--- config.mk ---
export PLATFORM = sky130hd
export DESIGN_NAME = prog_loader
export DESIGN_NICKNAME = d
export VERILOG_FILES = /design/src/rtl/prog_loader_pkg.sv /design/src/rtl/prog_loader.sv
export SDC_FILE = /design/constraint.sdc
export NUM_CORES = 1
export LEC_CHECK = 0
export BUFFER_PORTS_ARGS = -buffer_cell sky130_fd_sc_hd__buf_2
export CAP_MARGIN = 20
export CORE_MARGIN = 1
export CORE_UTILIZATION = 50
export DETAILED_ROUTE_END_ITERATION = 7
export PLACE_DENSITY = 0.72
export SYNTH_ARGS = -nofsm -noshare
export SYNTH_HDL_FRONTEND = slang
export SYNTH_SLANG_ARGS = --single-unit
export TNS_END_PERCENT = 20
--- constraint.sdc ---
create_clock -name clk -period 5.8 [get_ports clk]
set_clock_uncertainty 0.05 [all_clocks]
set_input_delay 0.58 -clock clk [delete_from_list [all_inputs] [get_ports clk]]
set_output_delay 0.58 -clock clk [all_outputs]
set_load 0.005 [all_outputs]
--- src/rtl/prog_loader_pkg.sv ---
// Shared definitions for the program loader and the datapath wrapper that hosts it.
// Latency: n/a (types, constants and a pure decode function only).
// Backpressure: n/a.
package prog_loader_pkg;

  localparam int ROM_WORDS_DEF = 32;  // instruction-memory depth in 16-bit words
  localparam int ADDR_W_DEF    = 16;  // instruction-memory byte-address width
  localparam int CSUM_W        = 8;   // running XOR checksum width

  typedef enum logic [2:0] {
    ST_IDLE,
    ST_LEN_HI,
    ST_LEN_LO,
    ST_DATA_HI,
    ST_DATA_LO,
    ST_CHECK,
    ST_FINISH,
    ST_ERROR
  } state_e;

  // Status outputs that are a pure function of the state being entered.
  typedef struct packed {
    logic in_ready;
    logic busy;
    logic cpu_hold;
    logic done;
    logic err;
  } ctrl_t;

  // Decode for the state being entered, so every status output comes straight from a flop.
  function automatic ctrl_t ctrl_for(state_e s);
    ctrl_t c;
    c.in_ready = (s == ST_LEN_HI) || (s == ST_LEN_LO) || (s == ST_DATA_HI) ||
                 (s == ST_DATA_LO) || (s == ST_CHECK);
    c.busy     = (s != ST_IDLE);
    c.cpu_hold = (s != ST_IDLE);
    c.done     = (s == ST_FINISH);
    c.err      = (s == ST_ERROR);
    return c;
  endfunction

endpackage

--- src/rtl/prog_loader.sv ---
// Byte-stream program loader: length header, big-endian 16-bit words into imem, XOR checksum trailer.
// Latency: imem write one cycle after the low-byte accept; done one cycle after the checksum accept.
// Backpressure: in_ready high only while a header/data/checksum byte is expected; one byte per cycle sustained.
module prog_loader
  import prog_loader_pkg::*;
#(
  parameter int ROM_WORDS = ROM_WORDS_DEF,
  parameter int ADDR_W    = ADDR_W_DEF
) (
  input  logic              clk,
  input  logic              rst,
  input  logic              start,
  input  logic              in_valid,
  input  logic [7:0]        in_byte,
  output logic              in_ready,
  output logic              imem_we,
  output logic [ADDR_W-1:0] imem_addr,
  output logic [15:0]       imem_wdata,
  output logic              cpu_hold,
  output logic              busy,
  output logic              done,
  output logic              err
);

  // One extra bit so a count equal to ROM_WORDS is representable.
  localparam int CNT_W = $clog2(ROM_WORDS) + 1;

  state_e              state_q;
  ctrl_t               ctrl_q;
  logic [7:0]          len_hi_q;
  logic [7:0]          hi_q;
  logic [CSUM_W-1:0]   csum_q;
  logic [CNT_W-1:0]    len_q;
  logic [CNT_W-1:0]    cnt_q;
  logic                imem_we_q;
  logic [ADDR_W-1:0]   imem_addr_q;
  logic [15:0]         imem_wdata_q;

  logic                accept;
  logic [15:0]         len_word;
  logic                len_oversize;
  logic [CNT_W-1:0]    cnt_d;
  logic                last_word;
  logic [CSUM_W-1:0]   csum_d;

  // A byte moves only when the source offers it and this block is asking for one.
  assign accept       = in_valid && ctrl_q.in_ready;
  assign len_word     = {len_hi_q, in_byte};
  assign len_oversize = (32'(len_word) > 32'(ROM_WORDS));
  assign cnt_d        = cnt_q + CNT_W'(1);
  assign last_word    = (cnt_d == len_q);
  assign csum_d       = csum_q ^ CSUM_W'(in_byte);

  // Loader FSM with registered status, write strobe, address and data.
  always_ff @(posedge clk) begin
    if (rst) begin
      state_q      <= ST_IDLE;
      ctrl_q       <= ctrl_for(ST_IDLE);
      len_hi_q     <= '0;
      hi_q         <= '0;
      csum_q       <= '0;
      len_q        <= '0;
      cnt_q        <= '0;
      imem_we_q    <= 1'b0;
      imem_addr_q  <= '0;
      imem_wdata_q <= '0;
    end else begin
      // The write strobe is a single-cycle pulse unless a low byte lands this cycle.
      imem_we_q <= 1'b0;
      case (state_q)
        ST_IDLE: begin
          if (start) begin
            state_q <= ST_LEN_HI;
            ctrl_q  <= ctrl_for(ST_LEN_HI);
            csum_q  <= '0;
            cnt_q   <= '0;
            len_q   <= '0;
          end
        end
        ST_LEN_HI: begin
          if (accept) begin
            len_hi_q <= in_byte;
            state_q  <= ST_LEN_LO;
            ctrl_q   <= ctrl_for(ST_LEN_LO);
          end
        end
        ST_LEN_LO: begin
          if (accept) begin
            // Oversize lengths are rejected before any word is written.
            if (len_oversize) begin
              state_q <= ST_ERROR;
              ctrl_q  <= ctrl_for(ST_ERROR);
            end else if (len_word == 16'd0) begin
              len_q   <= '0;
              state_q <= ST_CHECK;
              ctrl_q  <= ctrl_for(ST_CHECK);
            end else begin
              len_q   <= CNT_W'(len_word);
              state_q <= ST_DATA_HI;
              ctrl_q  <= ctrl_for(ST_DATA_HI);
            end
          end
        end
        ST_DATA_HI: begin
          if (accept) begin
            hi_q    <= in_byte;
            csum_q  <= csum_d;
            state_q <= ST_DATA_LO;
            ctrl_q  <= ctrl_for(ST_DATA_LO);
          end
        end
        ST_DATA_LO: begin
          if (accept) begin
            csum_q       <= csum_d;
            imem_we_q    <= 1'b1;
            imem_addr_q  <= ADDR_W'({cnt_q, 1'b0});
            imem_wdata_q <= {hi_q, in_byte};
            cnt_q        <= cnt_d;
            if (last_word) begin
              state_q <= ST_CHECK;
              ctrl_q  <= ctrl_for(ST_CHECK);
            end else begin
              state_q <= ST_DATA_HI;
              ctrl_q  <= ctrl_for(ST_DATA_HI);
            end
          end
        end
        ST_CHECK: begin
          if (accept) begin
            if (CSUM_W'(in_byte) == csum_q) begin
              state_q <= ST_FINISH;
              ctrl_q  <= ctrl_for(ST_FINISH);
            end else begin
              state_q <= ST_ERROR;
              ctrl_q  <= ctrl_for(ST_ERROR);
            end
          end
        end
        ST_FINISH: begin
          state_q <= ST_IDLE;
          ctrl_q  <= ctrl_for(ST_IDLE);
        end
        ST_ERROR: begin
          // A fresh start both clears the sticky error and begins a new session.
          if (start) begin
            state_q <= ST_LEN_HI;
            ctrl_q  <= ctrl_for(ST_LEN_HI);
            csum_q  <= '0;
            cnt_q   <= '0;
            len_q   <= '0;
          end
        end
        default: begin
          state_q <= ST_IDLE;
          ctrl_q  <= ctrl_for(ST_IDLE);
        end
      endcase
    end
  end

  assign in_ready   = ctrl_q.in_ready;
  assign busy       = ctrl_q.busy;
  assign cpu_hold   = ctrl_q.cpu_hold;
  assign done       = ctrl_q.done;
  assign err        = ctrl_q.err;
  assign imem_we    = imem_we_q;
  assign imem_addr  = imem_addr_q;
  assign imem_wdata = imem_wdata_q;

endmodule

## Yosys cells after proc, flatten, opt, wreduce, memory -nomap -nowiden

Index checks and enable logic that the tools add are counted.

| storage, ports and cells | value |
|---|---|
| bits in registers | 67 |
| latch bits | 0 |
| RAM bits | 0 |
| memory bits (read-only) | 0 |
| input port bits | 12 |
| output and inout port bits | 38 |
| word-level logic and storage cells | 83 |
| memories | 0 |

| operators by class | value |
|---|---|
| $add $sub $neg | 1 |
| multipliers | 0 |
| div/mod/pow operators | 0 |
| $lt $le $gt $ge | 1 |
| equality and inequality tests | 18 |
| shifts and indexed selects | 0 |
| multiplexer cells | 29 |
| bitwise operators | 2 |
| reduce and logical (&&, ||, !) cells | 18 |

Operators by type and width:

| operator | count |
|---|---|
| two-way mux 6 bit | 5 |
| two-way mux 3 bit | 9 |
| two-way mux 5 bit | 5 |
| case mux 5 bit (5 select lines) | 1 |
| case mux 6 bit (2 select lines) | 2 |
| case mux 3 bit (7 select lines) | 1 |
| > comparator 16 x 6 -> 1 bit, second input constant | 1 |
| zero test 16 bit | 1 |
| two-way mux 8 bit | 2 |
| case mux 8 bit (2 select lines) | 1 |
| == test 3 bit, second input constant | 4 |
| inequality test 2 bit, second input constant | 6 |
| == test 8 bit | 1 |
| AND reduction 4 bit | 2 |
| XOR 8 bit | 1 |
| adder 6 x 1 -> 6 bit, second input constant | 1 |
| == test 3 x 2 -> 1 bit, second input constant | 2 |
| == test 6 bit | 1 |
| inequality test 2 x 1 -> 1 bit, second input constant | 3 |
| AND reduction 2 bit | 3 |
| AND reduction 3 bit | 2 |
| AND reduction 6 bit | 1 |
| nonzero test 2 bit | 3 |
| OR reduction 2 bit | 3 |
| other kinds (7) | 8 |

## Logic depth before layout (Yosys ltp)

Gate-level depths: netlist of the first run.

| depth | value |
|---|---|
| depth after elaboration | 5 |
| mapped depth | 7 |
| mapped depth without buffers | 6 |

## Worst setup path before layout of the first run

Ideal clock, no wire load.

| timing | value |
|---|---|
| kind | input to register |
| start point | input in_byte[3] |
| end point | register len_q[1] |
| setup time | 116 ps |
| arrival time | 1964 ps |
| required time | 5634 ps |
| slack | 3670 ps |
| stages on the path | 6 |
| path buffers | 1 |
| path through | buf_2 or4_1 o21ai_1 a21oi_2 or2_4 a31o_1 |

| on the way | value |
|---|---|
| word-level cells in the longest chain between the ends | 5 |
| elaborated cells on any way between the ends | 8 |
| classes of those cells | order compare: 1; eq/ne: 1; mux: 4; reduce/logical: 2 |

RTL lines:

| what | RTL line | source |
|---|---|---|
| start, declared | prog_loader.sv:14 | `input logic [7:0] in_byte,` |
| parallel branches: the longest is 5 deep, another holds > comparator 16 x 6 -> 1 bit | n/a |  |
| end signal, assigned | prog_loader.sv:98 | `len_q <= CNT_W'(len_word);` |
| end, declared | prog_loader.sv:33 | `logic [CNT_W-1:0] len_q;` |

Several ways; the timed one is not identified. The select of a mux whose other input is x is not followed.
A chain may end at the register's enable or synchronous reset.

## Worst setup path in the final report of the first run

| timing | value |
|---|---|
| start point | register state_q[2] |
| end point | register csum_q[5] |

| on the way | value |
|---|---|
| word-level cells in the longest chain between the ends | 4 |
| elaborated cells on any way between the ends | 11 |
| classes of those cells | eq/ne: 5; mux: 1; reduce/logical: 5 |

RTL lines:

| what | RTL line | source |
|---|---|---|
| start, declared | prog_loader.sv:28 | `state_e state_q;` |
| start signal, assigned | prog_loader.sv:57 | `state_q <= ST_IDLE;` |
| start signal, assigned | prog_loader.sv:73 | `state_q <= ST_LEN_HI;` |
| start signal, assigned | prog_loader.sv:83 | `state_q <= ST_LEN_LO;` |
| == test 3 bit (tied with other cells) | prog_loader.sv:70 | `case (state_q)` |
| OR reduction 2 bit (no source line) | n/a |  |
| inequality test 2 x 1 -> 1 bit (no source line) or nonzero test 2 bit (tied branches) | n/a |  |
| AND reduction 3 bit (no source line) | n/a |  |
| end signal, assigned | prog_loader.sv:107 | `csum_q <= csum_d;` |
| end signal, assigned | prog_loader.sv:114 | `csum_q <= csum_d;` |
| end, declared | prog_loader.sv:32 | `logic [CSUM_W-1:0] csum_q;` |

Parallel ways exist; a longest one is shown, timed or not.

==> impl_metrics.ini, run 1 <==
[outcome]
outcome = completed

[pwr]
ir_drop_uv = 184.1
p_leak_uw = 0.001320
p_sw_uw = 428.3
clock_power_share = 0.320
power_density_nw_per_um2 = 352.5
seqPwrFrac = 0.442
p_comb_frac = 0.239
swShare = 0.3469
p_int_uw = 806.5

[timing]
setup_viol = 0
period_needed_ns = 2.564
setup_tns_ns = 0
tightest_slew_ns = 0.8681
final_max_slew_viol_count = 0
relSlewSlack = 0.4181
fin_crit_sh = 0.4421
rsz0062_at_grt = no
max_freq_mhz = 390.0
hold_viol = 0

[clocking]
cts.sinks = 66
postCtsHoldBufs = 0
cts-root-buf = clkbuf_8
cts_tree = yes
clockBufferDepth = 2
post_cts_buffers = 0
insertion_delay_ns = 0.34
htree_levels = 3
cts-resized-gates = 0
numCtsBuffers = 9
cts.clk_slew.worst_paths_ns = 0.08

[setup_path]
critPathCapture = csum_q[5]
crit_required_ns = 5.95
arrival_ns = 2.71
reg2reg_to = csum_q[5]
ff2ff_setup_slack_ns = 3.24
reg2reg_depth = 5
crit_path_start = state_q[2]
r2r_start = state_q[2]
start_kind = flip-flop
cp_max_fo = 22
worst_setup_path_end_kind = flip-flop
path_class = flip-flop to flip-flop

[logic_synthesis]
yosysSeqAreaShare = 0.4176
synth-seq-cells = 66
yosysUniqueCellTypes = 53
syn-instance-count = 381
yosys_warnings = 0
syn-mean-instance-area_um2 = 8.305
syn_area_um2 = 3164

[layout]
area_growth_pct = 10.72
utilization = 0.5814
final_cell_mix = 66 x dfxtp_1, 64 x nand2_1, 41 x a21oi_1
fin_nets = 416
layout_commonest_cell = dfxtp_1
final_cell_area_um2 = 3503
multi_input_area_um2 = 1647
register_area_um2 = 1321
nFillCells = 570
diodes = 0
drive_above_1_share = 0.1740

[floorplan]
core_area_um2 = 6026
die-height_um = 81.55
ios = 50
initial_core_util = 0.5251
rows = 28
die-area_um2 = 6650
die_width_um = 81.55

[global_route]
grt_antenna_before_repair = 0
grt_max_degree = 62
grt_overflow = 0
grt.total_usage = 0.2258
grt_pass1_vias = 2407
grt_pass1_wl_um = 11380

[routing]
drt-vias-per-instance = 5.553
num_vias = 2682
drt_iter0_drc = 183
drtAntennaViolNets = 0
drt-total-wl_um = 6936
drc = 0
wl_per_cell_um = 14.36
first_pass_iters = 4

[placement]
port_buffers = 39
routabilityCongestion = 0.7757
dpl.hpwl_um = 4442
place_area_um2 = 3276

[min_path]
min_path_type = flip-flop to flip-flop

[run]
cap_violations = 0
==> through the flow <==
stage	hold slack, ns	instances	total power [µW]	setup WS (ns)
after global routing	0.4227	483	1306	3.009
after floorplan	0.3812	390	789.5	3.670
after global placement	0.3898	465	834.1	2.981
after CTS	0.4070	481	1239	2.834
final	0.4012	483	1235	3.236
after detailed placement	0.3958	465	845.0	2.862
==> how the worst min path moves through the flow <==
stage | from | endpoint | slack [ns] | cells past startpoint
after floorplan | hi_q[2] | imem_wdata[10] | 0.38 | 2
after global routing | imem_addr[2] | imem_addr[2] | 0.42 | 2
after global placement | done | done | 0.39 | 2
final | imem_addr[5] | imem_addr[5] | 0.40 | 2
after CTS | imem_addr[1] | imem_addr[1] | 0.41 | 2
after detailed placement | imem_wdata[7] | imem_wdata[7] | 0.40 | 2
==> routing by layer <==
metal	global-route usage	vias to the layer above	wire length, µm
met2	0.3433	81	3211
li1	-	1340	-
met5	0	-	0
met4	0.1179	0	163
met3	0.05222	20	337
met1	0.2966	1241	3223
==> logic make-up after synthesis <==
kind of cell | count (synthesis) | share of synthesized area
DFF | 66 | 0.4176
adders and majority gates | 1 | 0.003954
AOI/OAI and AO/OA | 84 | 0.1601
and+or+nand+nor | 151 | 0.2404
other | 1 | 0.001185
xor gates and xnor gates | 17 | 0.04705
muxes | 18 | 0.05694
buffers and inverters | 43 | 0.07275
==> critical path, cell delays in order (launching register included) <==
cell	delay [ns]
dfxtp_1	0.78
or3b_2	0.56
a21oi_2	0.43
a21oi_1	0.25
o21ai_0	0.26
a21oi_1	0.09
==> area by class of cell <==
cell class	count	area share
clock inverter	7	0.02214
sequential	66	0.3771
inverter	3	0.003214
timing repair buffer	42	0.06536
multi-input combinational	281	0.4700
tap	75	0.02679
clock buffer	9	0.03536
==> power groups by stage <==
| stage | Clock, µW | Sequential [µW] | Combinational [µW] |
|---|---|---|---|
| 2_1_floorplan | 0 | 519 | 270 |
| 3_3_place_gp | 0 | 552 | 282 |
| 3_5_place_dp | 0 | 555 | 290 |
| 4_1_cts | 402 | 544 | 293 |
| 5_1_grt | 424 | 552 | 330 |
| 6_report | 395 | 545 | 295 |
==> sequential cells by signal, indices dropped and copies added (netlist names) <==
name        cells
len_q           6
imem_we         1
err             1
imem_wdata     16
csum_q          8
done            1
cnt_q           6
hi_q            8
len_hi_q        8
busy            1
imem_addr       6
state_q         3
in_ready        1
==> Yosys cell counts (all sizes together) <==
master,instances,area [µm²]
a211o,1,10.01
a211oi,3,27.52
a21oi,43,222.7
a221oi,1,8.760
a311oi,2,17.52
a31o,3,26.28
and2,4,25.03
and3,1,6.260
and4bb,1,12.51
buf,22,151.4
clkbuf,18,67.56
clkinv,1,3.750
conb,1,3.750
dfxtp,66,1321
ha,1,12.51
inv,2,7.510
mux2i,18,180.2
nand2,64,240.2
nand3,6,30.03
nand3b,11,82.58
nand4bb,1,11.26
nor2,37,141.4
nor2b,1,6.260
nor3,4,25.02
nor4,8,80.08
o2111ai,1,8.760
o211a,1,10.01
o211ai,3,22.52
o21a,1,7.510
o21ai,20,100.1
o221a,1,11.26
o221ai,1,8.760
o22ai,1,6.260
o32a,1,10.01
o41ai,1,8.760
or2,1,8.760
or3,5,31.28
or3b,1,8.760
or4,5,41.29
or4b,1,10.01
xnor2,4,35.03
xor2,13,113.9
Power figures use the tool's default switching activity.
==> run 2, diff against run 1 <==
--- a/config.mk
+++ b/config.mk
@@ -5,6 +5,7 @@
 export SDC_FILE = /design/constraint.sdc
 export NUM_CORES = 1
 export LEC_CHECK = 0
+export ABC_AREA = 1
 export BUFFER_PORTS_ARGS = -buffer_cell sky130_fd_sc_hd__buf_2
 export CAP_MARGIN = 20
 export CORE_MARGIN = 1
==> constraint.sdc (replaced) <==
create_clock -name clk -period 2.7 [get_ports clk]
set_clock_uncertainty 0.05 [all_clocks]
set_input_delay 0.27 -clock clk [delete_from_list [all_inputs] [get_ports clk]]
set_output_delay 0.27 -clock clk [all_outputs]
set_load 0.005 [all_outputs]
==> impl_metrics.ini, run 2 <==
[outcome]
outcome = completed

[setup_path]
crit_chain = a21oi_2 > nor2_2 > nor2_1 > nor2_2 > nand3_1 > nand2_1 > nor2_1
reg2reg_depth = 7
crit_path_start = state_q[1]
cp_max_fo = 12
ff2ff_setup_slack_ns = 0.67
cpPeakStageDelay_ns = 0.53
arrival_ns = 2.22
crit_buf_inv = 0
crit_required_ns = 2.89
worst_setup_path_end_kind = flip-flop
r2r_start = state_q[1]
critPathCapture = len_q[5]
start_kind = flip-flop
cp.depth = 7
reg2reg_to = len_q[5]
crit_family = simple AND/OR/NAND/NOR gates
crit_slowest_cell = dfxtp_1
path_class = flip-flop to flip-flop

[timing]
hold_viol = 0
setup_tns_ns = 0
tightest_slew_ns = 0.9896
final_max_slew_viol_count = 0
relSlewSlack = 0.3396
rsz0062_at_grt = no
setup_viol = 0
max_freq_mhz = 493.0
fin_crit_sh = 0.7513
period_needed_ns = 2.029

[floorplan]
core_area_um2 = 6026
initial_core_util = 0.5253
die_width_um = 81.57
die-height_um = 81.57
die-area_um2 = 6654
rows = 28
ios = 50

[pwr]
p_leak_uw = 0.001612
ir_drop_uv = 590.4
power_density_nw_per_um2 = 905.1

[layout]
largest_reg_flops = 16
fin_nets = 507
layout_commonest_cell = nand2_1
drive_above_1_share = 0.1383
final_cell_mix = 83 x nand2_1, 72 x nor2_1, 66 x dfxtp_1
utilization = 0.5882
area_growth_pct = 11.98
nFillCells = 587
diodes = 0

[logic_synthesis]
yosysSeqAreaShare = 0.4174
synth_top_area_frac = 0.4174
post-synth-top-area-cell = dfxtp_1
synth_ff_type = dfxtp_1
async_reset_ff_frac = 0
synth-seq-cells = 66
synth_common_cells = 83 x nand2_1, 72 x nor2_1, 66 x dfxtp_1
synth.top_cells.by_area = dfxtp_1 42%, nand2_1 9.8%, nand3_1 8.9%
yosys_warnings = 0
synth_most_common_cell = nand2_1
syn-instance-count = 463
synth_edf_count = 0
syn-mean-instance-area_um2 = 6.837
syn_area_um2 = 3166
yosysUniqueCellTypes = 29

[global_route]
grt_pass1_wl_um = 12210
grt.total_usage = 0.2412
grt_overflow = 0
grt_pass1_vias = 2650
grt_antenna_before_repair = 0
grt_max_degree = 40

[run]
cap_violations = 0

[clocking]
insertion_delay_ns = 0.35
clockBufferDepth = 2
cts_tree = yes
numCtsBuffers = 9
cts-root-buf = clkbuf_8
htree_levels = 3
postCtsHoldBufs = 0
cts.sinks = 66
cts-resized-gates = 0
cts.clk_slew.worst_paths_ns = 0.07
post_cts_buffers = 0

[routing]
drc = 0
drtAntennaViolNets = 0
wl_per_cell_um = 12.78
first_pass_iters = 7
num_vias = 3020
drt_iter0_drc = 180
drt-vias-per-instance = 5.261
drt-total-wl_um = 7333

[placement]
port_buffers = 39
routabilityCongestion = 0.9475
dpl.hpwl_um = 5095

[min_path]
min_path_type = primary input to flip-flop
-- run 2: cell types whose count changed after synthesis, moves of 4 or more --
| cell | delta |
|---|---|
| nand4_1 | +4 |
| nor2_1 | +36 |
| xor2_1 | -9 |
| nor4_1 | -6 |
| or4_1 | -4 |
| mux2i_1 | -18 |
| nand3_1 | +50 |
| or3_1 | -5 |
| nand2_1 | +19 |
| clkbuf_1 | -9 |
| nand3b_1 | -11 |
| o21ai_0 | +16 |
| inv_1 | +41 |
-- run 2: metal layers --
layer,vias up,track usage,share of wire
li1,1526,-,-
met3,16,0.04111,0.053
met1,1384,0.3156,0.45
met2,94,0.3817,0.47
met4,0,0.1228,0.020
met5,-,0,0
-- run 2: cell families after synthesis --
family / count (synthesis) / synth area share
compound gates: 83 / 0.1344
xor+xnor: 8 / 0.02213
fa+ha+maj: 1 / 0.003952
buf+inv: 77 / 0.1142
flops: 66 / 0.4174
other cells: 1 / 0.001185
simple gates: 227 / 0.3067
-- run 2: final cells by class --
type / count / area, µm² / share of cell area
inverters: 45 / 168.9 / 0.04765
flip-flops and latches: 66 / 1321 / 0.3728
well taps: 75 / 93.84 / 0.02647
clock buffers: 10 / 127.6 / 0.03600
repair buffers: 43 / 225.2 / 0.06354
clock inverters: 6 / 91.34 / 0.02577
multi-input cells: 329 / 1516 / 0.4278
-- run 2: worst min path at each step --
stage | start | endpoint | cells past startpoint
after floorplan | in_byte[2] | hi_q[2] | 2
after global placement | imem_wdata[12] | imem_wdata[12] | 2
after detailed placement | imem_wdata[1] | imem_wdata[1] | 2
after CTS | in_byte[6] | len_hi_q[6] | 3
after global routing | in_byte[6] | len_hi_q[6] | 3
final | in_byte[6] | len_hi_q[6] | 3
-- run 2: tightest hold or removal path, cell delays in order --
cell	delay [ns]
buf_2	0.13
inv_1	0.07
a21oi_1	0.06
-- run 2: where the power goes --
part           switching, µW  internal [µW]  total (µW)
Clock                    395            521         917
Combinational            728            357        1090
Sequential               100           1110        1210
-- run 2: through the flow --
step	area, µm²	total power (µW)	setup WS [ns]	cells	hold slack [ns]
2_1_floorplan	3199	2119	1.216	472	0.3549
4_1_cts	3545	3211	0.6797	574	0.1774
6_report	3545	3208	0.6714	574	0.1837
3_5_place_dp	3326	2298	0.7056	558	0.3994
5_1_grt	3545	3436	0.4645	574	0.1871
3_3_place_gp	3326	2266	0.7542	558	0.3977
==> run 3, diff against run 2 <==
--- a/config.mk
+++ b/config.mk
@@ -11,7 +11,7 @@
 export CORE_MARGIN = 1
 export CORE_UTILIZATION = 50
 export DETAILED_ROUTE_END_ITERATION = 7
-export PLACE_DENSITY = 0.72
+export PLACE_DENSITY = 0.75
 export SYNTH_ARGS = -nofsm -noshare
 export SYNTH_HDL_FRONTEND = slang
 export SYNTH_SLANG_ARGS = --single-unit
==> constraint.sdc (replaced) <==
create_clock -name clk -period 1.77 [get_ports clk]
set_clock_uncertainty 0.05 [all_clocks]
set_input_delay 0.177 -clock clk [delete_from_list [all_inputs] [get_ports clk]]
set_output_delay 0.177 -clock clk [all_outputs]
set_load 0.005 [all_outputs]
==> impl_metrics.ini, run 3 (synthesized netlist as in run 2, its figures left out) <==
[min_path]
min_from = in_byte[1]
min_path_cells = 3
hold_end = imem_wdata[1]
min_path_type = primary input to flip-flop

[global_route]
grt.busiest_layer = met2
grt_pass1_wl_um = 12390
use_met1 = 0.3107
grt_max_degree = 28
grt_overflow = 0
grt_antenna_before_repair = 0
gr-usage-met3 = 0.07556
grt_pass1_vias = 2688
grt.total_usage = 0.2491
use_met2 = 0.4083

[routing]
drc = 0
first_pass_iters = 5
drt-vias-per-instance = 5.241
drt_iter0_drc = 255
drtAntennaViolNets = 0
num_vias = 3050
drt-total-wl_um = 7615
wl_per_cell_um = 13.08

[clocking]
cts.clk_slew.worst_paths_ns = 0.07
cts_tree = yes
htree_levels = 3
cts-root-buf = clkbuf_8
postCtsHoldBufs = 0
cts.sinks = 66
numCtsBuffers = 9
insertion_delay_ns = 0.35
clockBufferDepth = 2

[setup_path]
start_kind = flip-flop
arrival_ns = 1.88
ff2ff_setup_slack_ns = 0.08
path_class = flip-flop to flip-flop
crit_required_ns = 1.96
reg2reg_depth = 8
crit_slowest_cell = dfxtp_4
cp_max_fo = 8
crit_path_start = state_q[2]
crit_chain = inv_2 > a21oi_2 > nor2_2 > or2_2 > nand3_4 > clkinvlp_4 > nor2_4 > nor2_1
r2r_start = state_q[2]
worst_setup_path_end_kind = flip-flop
cpPeakStageDelay_ns = 0.38
reg2reg_to = csum_q[7]

[pwr]
p_comb_frac = 0.360
swShare = 0.3809
power_density_nw_per_um2 = 1396
p_leak_uw = 0.001664
ir_drop_uv = 887.4
total_power_uw = 5093
seqPwrFrac = 0.365
p_sw_uw = 1940
p_int_uw = 3153
clock_power_share = 0.275

[timing]
final_max_slew_viol_count = 0
rsz0062_at_grt = yes
period_needed_ns = 1.694
setup_viol = 0
max_freq_mhz = 590.2
hold_viol = 0
tightest_slew_ns = 0.5269
fin_crit_sh = 0.9572
relSlewSlack = 0.6483
hold_ws_ns = 0.1026
worst_slack_ns = 0.07572

[layout]
final_cell_mix = 83 x nand2_1, 70 x nor2_1, 63 x dfxtp_1
area_growth_pct = 15.22
fin_nets = 516
layout_commonest_cell = nand2_1
utilization = 0.6053
final_cell_area_um2 = 3647
drive_above_1_share = 0.1677
largest_reg_flops = 16
diodes = 0

[floorplan]
die_width_um = 81.57
initial_core_util = 0.5253
rows = 28
core_area_um2 = 6026
die-height_um = 81.57
ios = 50
die-area_um2 = 6654

[placement]
post-place-ws_ns = -0.01281
routabilityCongestion = 0.8978
dpl.hpwl_um = 5269
place_area_um2 = 3386
port_buffers = 39

[run]
cap_violations = 0

[outcome]
outcome = completed
-- run 3: stage by stage --
step | setup TNS [ns] | instances
after floorplan | 0 | 472
after global placement | 0 | 566
after detailed placement | -0.01370 | 566
after CTS | 0 | 581
after global routing | -0.07296 | 582
final | 0 | 582
-- run 3: how the worst max path moves through the flow --
stage,to,cells after the start,slack [ns]
CTS,csum_q[7],8,0.02
global route,state_q[1],10,-0.03
detailed placement,csum_q[7],8,-0.01
finish,csum_q[7],8,0.08
floorplan,len_q[1],11,0.29
global placement,csum_q[7],8,0.05
-- run 3: area by class of cell --
cell class / count / area [µm²]
Multi-Input combinational cell: 329 / 1541
Clock inverter: 5 / 78.83
Timing Repair Buffer: 52 / 292.8
Tap cell: 75 / 93.84
Clock buffer: 10 / 137.6
Inverter: 45 / 172.7
Sequential cell: 66 / 1330
Fill cell: 557 / 2379
-- run 3: what timing repair did --
item,4_1_cts,5_1_grt
endpoints found under the setup margin,11,18
gates resized for setup,3,11
buffers inserted,0,1
-- run 3: critical path, delay by kind of cell (launching register included) --
family	cells	cell delay (ns)
buffers and inverters	2	0.29
and+or+nand+nor	5	0.71
DFF	1	0.38
AOI/OAI and AO/OA	1	0.15
-- run 3: power by group through the flow --
stage / Sequential (µW) / Clock (µW) / Combinational [µW]
finish: 1860 / 1400 / 1830
global route: 1890 / 1490 / 2070
CTS: 1850 / 1420 / 1690
detailed placement: 1870 / 0 / 1670
global placement: 1870 / 0 / 1630
floorplan: 1830 / 0 / 1400
-- run 3: routing by layer --
layer | wire (µm) | up-vias
li1 | - | 1546
met1 | 3389 | 1390
met2 | 3615 | 97
met3 | 426 | 17
met4 | 184 | 0
met5 | 0 | -
